### src/rtl/seg7_hex_scanner_if.sv
// rtl/seg7_hex_scanner_if.sv - display value inputs and seven-segment pad outputs
`timescale 1ns/1ps
interface seg7_hex_scanner_if;
  logic [15:0] value;
  logic        lz_blank;
  logic [3:0]  dp_mask;
  logic [7:0]  an;
  logic [6:0]  seg;
  logic        dp;

  modport master (output value, output lz_blank, output dp_mask,
                  input an, input seg, input dp);
  modport slave  (input value, input lz_blank, input dp_mask,
                  output an, output seg, output dp);
endinterface

### src/rtl/seg7_hex_scanner.sv
// rtl/seg7_hex_scanner.sv - four-digit hex scanner with blanking, zero suppression and frame-coherent capture
`timescale 1ns/1ps
module seg7_hex_scanner #(
  parameter int DIGIT_TICKS = 100000,
  parameter int BLANK_TICKS = 2000
) (
  input  logic                clk,
  input  logic                reset,
  seg7_hex_scanner_if.slave   bus
);
  localparam int            TW        = (DIGIT_TICKS > 1) ? $clog2(DIGIT_TICKS) : 1;
  localparam logic [TW-1:0] TICK_LAST = TW'(DIGIT_TICKS - 1);

  logic [TW-1:0] tick_q, tick_d;
  logic [1:0]    digit_q, digit_d;
  logic [15:0]   sh_value_q;
  logic          sh_lz_q;
  logic [3:0]    sh_dp_q;
  logic [7:0]    an_q, an_d;
  logic [6:0]    seg_q, seg_d;
  logic          dp_q, dp_d;

  logic          wrap, frame_end, blank, suppress;
  logic [3:0]    nib;
  logic [3:0]    upper_zero;

  function automatic logic [6:0] hex7(input logic [3:0] n);
    logic [6:0] s;
    case (n)
      4'h0: s = 7'b1000000;
      4'h1: s = 7'b1111001;
      4'h2: s = 7'b0100100;
      4'h3: s = 7'b0110000;
      4'h4: s = 7'b0011001;
      4'h5: s = 7'b0010010;
      4'h6: s = 7'b0000010;
      4'h7: s = 7'b1111000;
      4'h8: s = 7'b0000000;
      4'h9: s = 7'b0010000;
      4'hA: s = 7'b0001000;
      4'hB: s = 7'b0000011;
      4'hC: s = 7'b1000110;
      4'hD: s = 7'b0100001;
      4'hE: s = 7'b0000110;
      default: s = 7'b0001110;
    endcase
    return s;
  endfunction

  always_comb begin
    wrap      = (tick_q == TICK_LAST);
    frame_end = wrap && (digit_q == 2'd3);
    tick_d    = wrap ? '0 : tick_q + TW'(1);
    digit_d   = wrap ? digit_q + 2'd1 : digit_q;

    nib = sh_value_q[{digit_q, 2'b00} +: 4];

    // upper_zero[k]: nibbles k..3 all zero; digit 0 is never a leading zero
    upper_zero[3] = (sh_value_q[15:12] == 4'h0);
    upper_zero[2] = upper_zero[3] && (sh_value_q[11:8] == 4'h0);
    upper_zero[1] = upper_zero[2] && (sh_value_q[7:4] == 4'h0);
    upper_zero[0] = 1'b0;
    suppress      = sh_lz_q && upper_zero[digit_q];

    blank = (32'(tick_q) < 32'(BLANK_TICKS));

    if (blank || suppress) begin
      an_d  = 8'hFF;
      seg_d = 7'h7F;
      dp_d  = 1'b1;
    end else begin
      an_d  = ~(8'b1 << digit_q);
      seg_d = hex7(nib);
      dp_d  = ~sh_dp_q[digit_q];
    end
  end

  always_ff @(posedge clk) begin
    if (reset) begin
      tick_q     <= '0;
      digit_q    <= 2'd0;
      sh_value_q <= 16'h0000;
      sh_lz_q    <= 1'b0;
      sh_dp_q    <= 4'h0;
      an_q       <= 8'hFF;
      seg_q      <= 7'h7F;
      dp_q       <= 1'b1;
    end else begin
      tick_q  <= tick_d;
      digit_q <= digit_d;
      an_q    <= an_d;
      seg_q   <= seg_d;
      dp_q    <= dp_d;
      // shadows only move on the last cycle of digit 3 so a frame is never torn
      if (frame_end) begin
        sh_value_q <= bus.value;
        sh_lz_q    <= bus.lz_blank;
        sh_dp_q    <= bus.dp_mask;
      end
    end
  end

  assign bus.an  = an_q;
  assign bus.seg = seg_q;
  assign bus.dp  = dp_q;
endmodule

### src/flat_wrapper.sv
// flat-port wrapper written by rule: the top's interface ports become plain ports
module seg7_hex_scanner_flat 
#(
  parameter int DIGIT_TICKS = 100000,
  parameter int BLANK_TICKS = 2000
)
  (clk, reset, bus_value, bus_lz_blank, bus_dp_mask, bus_an, bus_seg, bus_dp);
  seg7_hex_scanner_if bus_i ();
  input  logic clk;
  input  logic reset;
  input wire logic [$bits(bus_i.value)-1:0] bus_value;
  input wire logic [$bits(bus_i.lz_blank)-1:0] bus_lz_blank;
  input wire logic [$bits(bus_i.dp_mask)-1:0] bus_dp_mask;
  output wire logic [$bits(bus_i.an)-1:0] bus_an;
  output wire logic [$bits(bus_i.seg)-1:0] bus_seg;
  output wire logic [$bits(bus_i.dp)-1:0] bus_dp;
  assign bus_i.value = bus_value;
  assign bus_i.lz_blank = bus_lz_blank;
  assign bus_i.dp_mask = bus_dp_mask;
  assign bus_an = bus_i.an;
  assign bus_seg = bus_i.seg;
  assign bus_dp = bus_i.dp;
  seg7_hex_scanner #(.DIGIT_TICKS(DIGIT_TICKS), .BLANK_TICKS(BLANK_TICKS)) u_core (.clk(clk), .reset(reset), .bus(bus_i));
endmodule
### config.mk
export PLATFORM = sky130hd
export DESIGN_NAME = seg7_hex_scanner_flat
export DESIGN_NICKNAME = d
export VERILOG_FILES = /design/src/rtl/seg7_hex_scanner_if.sv /design/src/rtl/seg7_hex_scanner.sv /design/src/flat_wrapper.sv
export SDC_FILE = /design/constraint.sdc
export NUM_CORES = 1
export LEC_CHECK = 0
export ABC_AREA = 1
export CAP_MARGIN = 20
export CORE_MARGIN = 4
export CORE_UTILIZATION = 40
export CTS_BUF_LIST = sky130_fd_sc_hd__clkbuf_4 sky130_fd_sc_hd__clkbuf_8 sky130_fd_sc_hd__clkbuf_16
export CTS_CLUSTER_SIZE = 8
export DETAILED_ROUTE_END_ITERATION = 10
export SYNTH_ARGS = -nofsm -noshare
export SYNTH_HDL_FRONTEND = slang
export SYNTH_SLANG_ARGS = --single-unit
### constraint.sdc
create_clock -name clk -period 5.7 [get_ports clk]
set_clock_uncertainty 0.2 [all_clocks]
set_input_delay 1.14 -clock clk [delete_from_list [all_inputs] [get_ports clk]]
set_output_delay 1.14 -clock clk [all_outputs]
set_load 0.02 [all_outputs]
# Word level (Yosys, flattened, before mapping)
# Memory sizes are Yosys's and may differ from the RTL's. A register that Yosys moved wholly into a read port is not among the register bits.
# Index checks and enable logic that the tools add are counted.
[op_classes]
n_lt_le_gt_ge = 2
add_sub_neg = 2
bitwise = 2
n_eq_ne = 2
mux = 4
n_shift = 2
n_reduce_logical = 10
[ops]
columns = ["op", "n"]
rows = [
  ["17-bit by 1-bit adder with 17-bit output, second input constant", 1],
  ["17-bit equality test, second input constant", 1],
  ["17-bit by 11-bit < comparator with 1-bit output, second input constant", 1],
  ["16-bit by 5-bit indexed part select with 4-bit output", 1],
  ["4-bit logical NOT", 3],
  ["8-bit inverter", 1],
  ["1-bit by 2-bit left shift with 8-bit output, first input constant", 1],
  ["1-bit binary-select mux with 2-bit select", 2],
  ["1-bit logical AND", 4],
  ["2-bit OR reduction", 2],
  ["2-bit by 3-bit < comparator with 1-bit output, second input constant", 1],
  ["2-bit by 1-bit adder with 2-bit output, second input constant", 1],
  ["2-bit equality test, second input constant", 1],
  ["1-bit two-way mux", 2],
  ["1-bit logical OR", 1],
  ["1-bit inverter", 1],
]
[totals]
rom_bits = 112
elab_cells = 32
reg_bits = 49
input_bits = 23
out_inout_bits = 16
memories = 1
[memory_table]
columns = ["name", "depth", "word_bits", "read_ports", "rd_ports_with_merged_regs", "wr", "line_no", "source"]
rows = [
  ["(no name shown)", 16, 7, 1, 1, 0, "seg7_hex_scanner.sv:29", "case (n)"],
]

# Depth between registers and ports, before layout
# Gate-level depths: netlist of run 1.
[depth]
depth_word = 8
depth_mapped = 12
mapped_depth_nobuf = 11

# Least setup slack after synthesis of run 1
# OpenSTA, ideal clock, no wires.
[synth_path]
kind = "input to register"
from = "input port reset"
to = "register u_core.tick_q[10]"
setup_ns = 0.115
path_slack_ns = 3.748
path_buffers = 1
arrival_time_ns = 1.637
t_required_ns = 5.385
stages = 4
path_cell_list = "clkinv_1 -> nand2_2 -> buf_4 -> nor2_1"
[synth_via]
elab_chain_len = 1
[synth_rtl]
columns = ["element", "line_no", "source"]
rows = [
  ["from (decl)", "flat_wrapper.sv:10", "input logic reset;"],
  ["2-bit OR reduction (no line)", "--", ""],
  ["to (signal assigned)", "seg7_hex_scanner.sv:89", "tick_q <= tick_d;"],
  ["to (decl)", "seg7_hex_scanner.sv:14", "logic [TW-1:0] tick_q, tick_d;"],
]
# Every way passes these cells.
# A chain may end at the register's enable or synchronous reset.

# Worst setup path in the final report of run 1
[layout_path]
from = "register u_core.digit_q[0]"
to = "register u_core.sh_value_q[11]"
[layout_via]
elab_chain_len = 2
[layout_rtl]
columns = ["element", "line_no", "source"]
rows = [
  ["from (decl)", "seg7_hex_scanner.sv:15", "logic [1:0] digit_q, digit_d;"],
  ["from (signal assigned)", "seg7_hex_scanner.sv:90", "digit_q <= digit_d;"],
  ["2-bit equality test", "seg7_hex_scanner.sv:52", "frame_end = wrap && (digit_q == 2'd3);"],
  ["1-bit logical AND", "seg7_hex_scanner.sv:52", ""],
  ["to (signal assigned)", "seg7_hex_scanner.sv:96", "sh_value_q <= bus.value;"],
  ["to (decl)", "seg7_hex_scanner.sv:16", "logic [15:0] sh_value_q;"],
]
# Every way passes these cells.

==> metrics, run 1 <==
Critical Path RT 5730 ps; GRT Util Overall 14.7%; top cell type's share of synthesized area 35.6%; Power Density 204 nW/um^2; crit-path cells ha_1 > nand4_2 > nand2_1 > inv_1 > nor2_1; Area contributors post-synth dfxtp_1 (36%), nand2_1 (15%), inv_1 (11%); Int Pwr 0.555 mW; Yosys cell types 31; Top-Level Pins 39; DRC 0; vias in the first global route 2295; Max-Cap Viols 0; Clock transition at path regs 90 ps; compound-gate portion of the synthesized area 4.28%; fin area 3400 um^2; multiplexer area fraction after synthesis 0%; Post-DP Area 3270 um^2; Post-DRT Antenna Nets 0; pre-CTS WS 2520 ps; Pleak 1.49 nW; adder-cell share of the synthesized area 4.71%; clk sink count 52; RSZ-0062 raised after global routing false; crit path max-delay cell type ha_1; Port Buffers 34; Final Max Tran Viols 0; n_diodes 0; layout cells sized above 1 5.72%; Placeable Area 6940 um^2; Worst Setup Start Kind flop; Initial DRT Pass Iterations 4; nets 506; Sw Pwr 0.136 mW; Hold/Removal Path Class reg -> reg; Avg Inst Size Synth 6.54 um^2; Post-synth EDFFs 0; CTS Root Cell clkbuf_8; latest clock arrival within the worst-skew pair 310 ps; Post-Syn Instances 447; register area share after synthesis 35.6%; Hold Buf Count CTS 0; Area growth syn-to-layout 16.2%; total gr overflow 0; Bufs and invs on worst path 1; htree depth 2; outcome complete, no violations; fin crit share 51.6%; Sw Ratio 19.7%; detailed-route via count 2592; Final min period 2940 ps; CTS buffer count 5; first-pass GRT wire length 10500 um; Synth Area in XOR/XNOR 2.10%; final setup margin 2760 ps; Largest delay share family, worst path simple AND/OR/NAND/NOR gates; Worst path max stage delay 870 ps; TritonCTS clock tree built; FF+latch count, synth 52; most numerous cell in the Yosys netlist nand2_1; DR WL/cell 10.8 um; Post-CTS Setup Bufs 0; Clock power frac 42.4%; Resize count post-CTS 0; largest family of logic cells by synthesized area simple AND/OR/NAND/NOR gates; Hold Fails Final Rpt 0; Die W 93.5 um; Clock Tree Buf Depth 2; Gate power share 4.7%; top_reg_cell synth dfxtp_1; routability cong. 0.841; WP data arrival 2970 ps; antenna violations before repair 0; TNS Setup 0 ps; Ys Warns 0; Via-to-Cell Ratio 4.56; worst rel slew slack 31.4%; biggest area consumer among synthesized cells dfxtp_1; CP endpoint kind flop; pin slew with the least headroom to its limit 1030 ps; Netlist Area Pre-Place 2920 um^2; row count 30; initial DRC count 100; post-synthesis async set-or-reset flop share 0%; Initial Utilization 42.1%; final core occ 48.9%; worst-path maximum fanout 23; Finish-stage setup viols 0; die area 8740 um^2; Synth Area in Simple Gates 37.5%; largest net degree at the start of global routing 26; worst setup path class reg -> reg; Flop pwr share 52.9%; peak supply drop 0.0969 mV; most frequent cells after synthesis nand2_1 (116), inv_1 (82), nor2_1 (54), dfxtp_1 (52), nand3_1 (27); filler cell count 712; highest clock rate 340 MHz; chip height 93.5 um; Final HPWL DP 4470 um; total wire length 6130 um
-- flip-flops by register name, indices dropped and copies added, names as in the netlist --
signal / count
u_core.sh_value_q: 16
u_core.digit_q: 2
u_core.sh_lz_q: 1
u_core.bus.seg: 7
u_core.tick_q: 17
u_core.bus.an: 4
u_core.sh_dp_q: 4
u_core.bus.dp: 1
-- stage by stage --
stage,hold slack (ps),power [mW],cells
2_1_floorplan,218,0.391,450
3_3_place_gp,230,0.407,561
3_5_place_dp,243,0.407,561
4_1_cts,265,0.699,568
5_1_grt,290,0.716,568
6_report,261,0.692,568
-- placed cells by master (no fill, tap or decap) --
cell type	netlist	routed
ha_1	11	11
nand3b_1	1	1
clkinv_1	1	1
dfxtp_1	52	52
nor3_2	1	1
nor2_2	5	5
xnor2_1	1	1
nand2_4	1	1
and3_1	1	1
a21oi_1	12	12
nand2_2	5	5
nand4_2	1	1
clkbuf_8	0	5
nand3_2	2	2
clkdlybuf4s50_1	0	34
inv_1	82	82
nor2_4	1	1
nand2_1	116	116
inv_4	1	1
nand4_1	26	26
nand3_1	27	27
conb_1	1	4
xor2_1	6	6
nor2_1	54	54
o21ai_1	1	1
inv_2	3	3
nor3_1	4	4
o21ai_0	12	12
bufinv_16	0	2
-- cell families after synthesis --
group | after synthesis
flops | 52
xor+xnor | 7
compound gates | 25
buf+inv | 106
fa+ha+maj | 11
simple gates | 245
other cells | 1
-- path summary, 6_finish.rpt --
| path | slack, ps | depth (start not counted) | end | from |
|---|---|---|---|---|
| max | 2760 | 5 | u_core.sh_value_q[11]$_SDFFE_PP0P_ | u_core.digit_q[0]$_SDFFE_PP0P_ |
| min | 260 | 1 | u_core.tick_q[0]$_SDFF_PP0_ | u_core.tick_q[0]$_SDFF_PP0_ |
| max reg2reg | 2760 | 5 | u_core.sh_value_q[11]$_SDFFE_PP0P_ | u_core.digit_q[0]$_SDFFE_PP0P_ |
| min reg2reg | 260 | 1 | u_core.tick_q[0]$_SDFF_PP0_ | u_core.tick_q[0]$_SDFF_PP0_ |
-- cell type report --
| cell class | count | area, um^2 | share of cell area (%) |
|---|---|---|---|
| clock buffer | 5 | 68.8 | 2.03 |
| clock inverter | 2 | 60.1 | 1.77 |
| inverter | 87 | 329 | 9.69 |
| multi-input combinational | 292 | 1440 | 42.3 |
| sequential | 52 | 1040 | 30.7 |
| tap | 96 | 120 | 3.54 |
| timing repair buffer | 34 | 340 | 10.0 |
-- power groups by stage --
stage | Clock [mW] | Sequential, mW | Combinational, mW
after global placement | 0 | 0.374 | 0.0325
after CTS | 0.300 | 0.366 | 0.0328
final | 0.294 | 0.366 | 0.0323
after detailed placement | 0 | 0.374 | 0.0327
after global routing | 0.313 | 0.366 | 0.0368
after floorplan | 0 | 0.374 | 0.0171
-- layer usage --
metal / up-vias / track usage, % / part of all wire [%]
li1: 1404 / - / -
met1: 1127 / 20.5 / 51
met2: 55 / 22.8 / 42
met3: 6 / 3.38 / 5.4
met4: 0 / 3.79 / 1.0
met5: - / 0 / 0
No activity file was read; power rests on OpenSTA's default activity.
==> run 2, diff against run 1 <==
clock period = 2.5 ns   (was 5.7 ns; I/O delays follow)
==> run 2 against run 1 <==
Compared with the run above: largest power group unchanged; sequential power up 130%; global-route usage rose by 0.34 points; register-to-register slack lost 2400 ps; highest routed layer unchanged; fmax increased by 40%; flip-flop and latch count unchanged; sequential share of layout area decreased by 0.45 points; critical path depth is 5 higher; utilization is 0.72 points higher; die area unchanged; final cell count grew 1.9%; via count down 0.12%; combinational power up 130%.
==> metrics, run 2 (same netlist as run 1, synthesis figures left out) <==
hold_sp u_core.tick_q[0]$_SDFF_PP0_; Largest register FFs 17 (unchanged); Final Max Tran Viols 0 (unchanged); Initial DRT Pass Iterations 4 (unchanged); Hold Fails Final Rpt 0 (unchanged); worst-path maximum fanout 10 (-57%); initial DRC count 96 (-4.0%); Pleak 1.53 nW (+2.8%); Worst Setup Start Kind flop; total wire length 6040 um (-1.5%); Placeable Area 6940 um^2 (unchanged); Bufs and invs on worst path 2 (+1); Final Power 1.41 mW (+100%); chip height 93.5 um (unchanged); fin area 3450 um^2 (+1.5%); Post-DP Area 3350 um^2 (+2.5%); Post-CTS Setup Bufs 0 (unchanged); outcome complete, no violations; GRT Util Overall 15.1% (+0.34 points); Hold Buf Count CTS 0 (unchanged); reg-to-reg startpoint u_core.digit_q[1]$_SDFFE_PP0P_; row count 30 (unchanged); fin crit share 84.0% (+32 points); sequential cell area 1040 um^2 (unchanged); peak supply drop 0.247 mV (+150%); highest clock rate 476 MHz (+40%); Final min period 2100 ps (-842 ps); vias in the first global route 2494 (+8.7%); metal3 WL 264 um (-21%); Resize count post-CTS 0 (unchanged); filler cell count 725 (+1.8%); Hold/Removal Path Class reg -> reg; Via-to-Cell Ratio 4.47 (-2.0%); CTS Root Cell clkbuf_8; crit path max-delay cell type dfxtp_1; Top-Level Pins 39 (unchanged); n_diodes 0 (unchanged); clk sink count 52 (unchanged); DRC 0 (unchanged); WP data arrival 2090 ps (-880 ps); Clock transition at path regs 90 ps (about the same); routability cong. 0.834 (-0.92%); commonest non-fill, non-tap cell in the layout nand2_1; DR WL/cell 10.4 um (-3.4%); antenna violations before repair 0 (unchanged); Die W 93.5 um (unchanged); nets 517 (+2.2%); worst reg2reg path depth 10 (+5); layout cells sized above 1 7.87% (+2.1 points); reg-to-reg setup timing slack 400 ps (-2360 ps); worst setup path class reg -> reg; Port Buffers 34 (unchanged); Finish-stage setup viols 0 (unchanged); Power Density 409 nW/um^2 (+100%); CTS buffer count 5 (unchanged); uppermost layer routed met4; Worst path max stage delay 540 ps (-330 ps); Top reg by flops u_core.tick_q; latest clock arrival within the worst-skew pair 300 ps (about the same); die area 8740 um^2 (unchanged); Worst Hold Depth 1 (unchanged); RSZ-0062 raised after global routing false; total gr overflow 0 (unchanged); Hold Path End u_core.tick_q[0]$_SDFF_PP0_; TritonCTS clock tree built; commonest non-fill, non-tap cells in the layout nand2_1 (116), inv_1 (82), nor2_1 (54), dfxtp_1 (52), clkdlybuf4s50_1 (34); Final HPWL DP 4650 um (+3.9%); detailed-routing wirelength on met1 2920 um (-6.7%); final hold slack 255 ps (-5.92 ps); Clock Tree Buf Depth 2 (unchanged); Largest delay share family, worst path flip-flops; Crit path top cell by count nand2_1; footprint of the multi-input gates 1440 um^2 (unchanged); met2 wire len 2790 um (+7.3%); htree depth 2 (unchanged); Area growth syn-to-layout 17.9%; Crit Reg-Reg Endpoint u_core.bus.seg[5]$_SDFF_PP1_; first-pass GRT wire length 10800 um (+2.3%); CP endpoint kind flop; crit-path cells inv_2 > a21oi_1 > o21ai_0 > nand2_1 > inv_1 > ha_1 > nand3_1 > nand2_1 > o21ai_1 > nand2_1; TNS Setup 0 ps (unchanged); Post-DRT Antenna Nets 0 (unchanged); Critical Path RT 2490 ps (-3240 ps); largest net degree at the start of global routing 18 (-31%); Initial Utilization 42.1% (unchanged); Max-Cap Viols 0 (unchanged); detailed-route via count 2589 (-0.12%)
## run 2: changes by cell type in the layout (fill, tap and decap cells not counted)
cell       before  now
buf_4           0   11
bufinv_16       2    0
clkbuf_8        5    7
## run 2: stage by stage
stage | setup WS (ps) | utilization (%) | std cells
CTS | 433 | 49.6 | 579
global placement | 533 | 48.2 | 572
floorplan | 620 | - | 450
detailed placement | 448 | 48.2 | 572
finish | 399 | 49.6 | 579
global route | 175 | 49.6 | 579
## run 2: worst max path at each step
| stage | startpoint | end | slack (ps) | cells after the start |
|---|---|---|---|---|
| 4_1_cts | u_core.digit_q[1]$_SDFFE_PP0P_ | u_core.bus.seg[5]$_SDFF_PP1_ | 430 | 10 |
| 5_1_grt | u_core.digit_q[1]$_SDFFE_PP0P_ | u_core.bus.seg[5]$_SDFF_PP1_ | 180 | 10 |
| 2_1_floorplan | u_core.digit_q[0]$_SDFFE_PP0P_ | u_core.bus.seg[5]$_SDFF_PP1_ | 620 | 11 |
| 6_report | u_core.digit_q[1]$_SDFFE_PP0P_ | u_core.bus.seg[5]$_SDFF_PP1_ | 400 | 10 |
| 3_5_place_dp | u_core.digit_q[1]$_SDFFE_PP0P_ | u_core.bus.seg[5]$_SDFF_PP1_ | 450 | 10 |
| 3_3_place_gp | u_core.digit_q[1]$_SDFFE_PP0P_ | u_core.bus.seg[5]$_SDFF_PP1_ | 530 | 10 |
## run 2: area by class of cell
type / count / share of cell area [%]
repair buffers: 45 / 12.3
flip-flops and latches: 52 / 30.2
inverters: 87 / 9.55
well taps: 96 / 3.49
multi-input cells: 292 / 41.7
clock buffers: 7 / 2.80
## run 2: where the power goes
group	leakage, nW	switching, mW	internal [mW]
clock	0.0503	0.254	0.247
sequential	0.420	0.00243	0.831
combinational	1.06	0.0326	0.0418
total	1.53	0.289	1.12
## run 2: layer usage
| layer | global-route usage, % | up-vias |
|---|---|---|
| li1 | - | 1429 |
| met1 | 19.5 | 1114 |
| met2 | 25.1 | 41 |
| met3 | 2.98 | 5 |
| met4 | 4.64 | 0 |
| met5 | 0 | - |
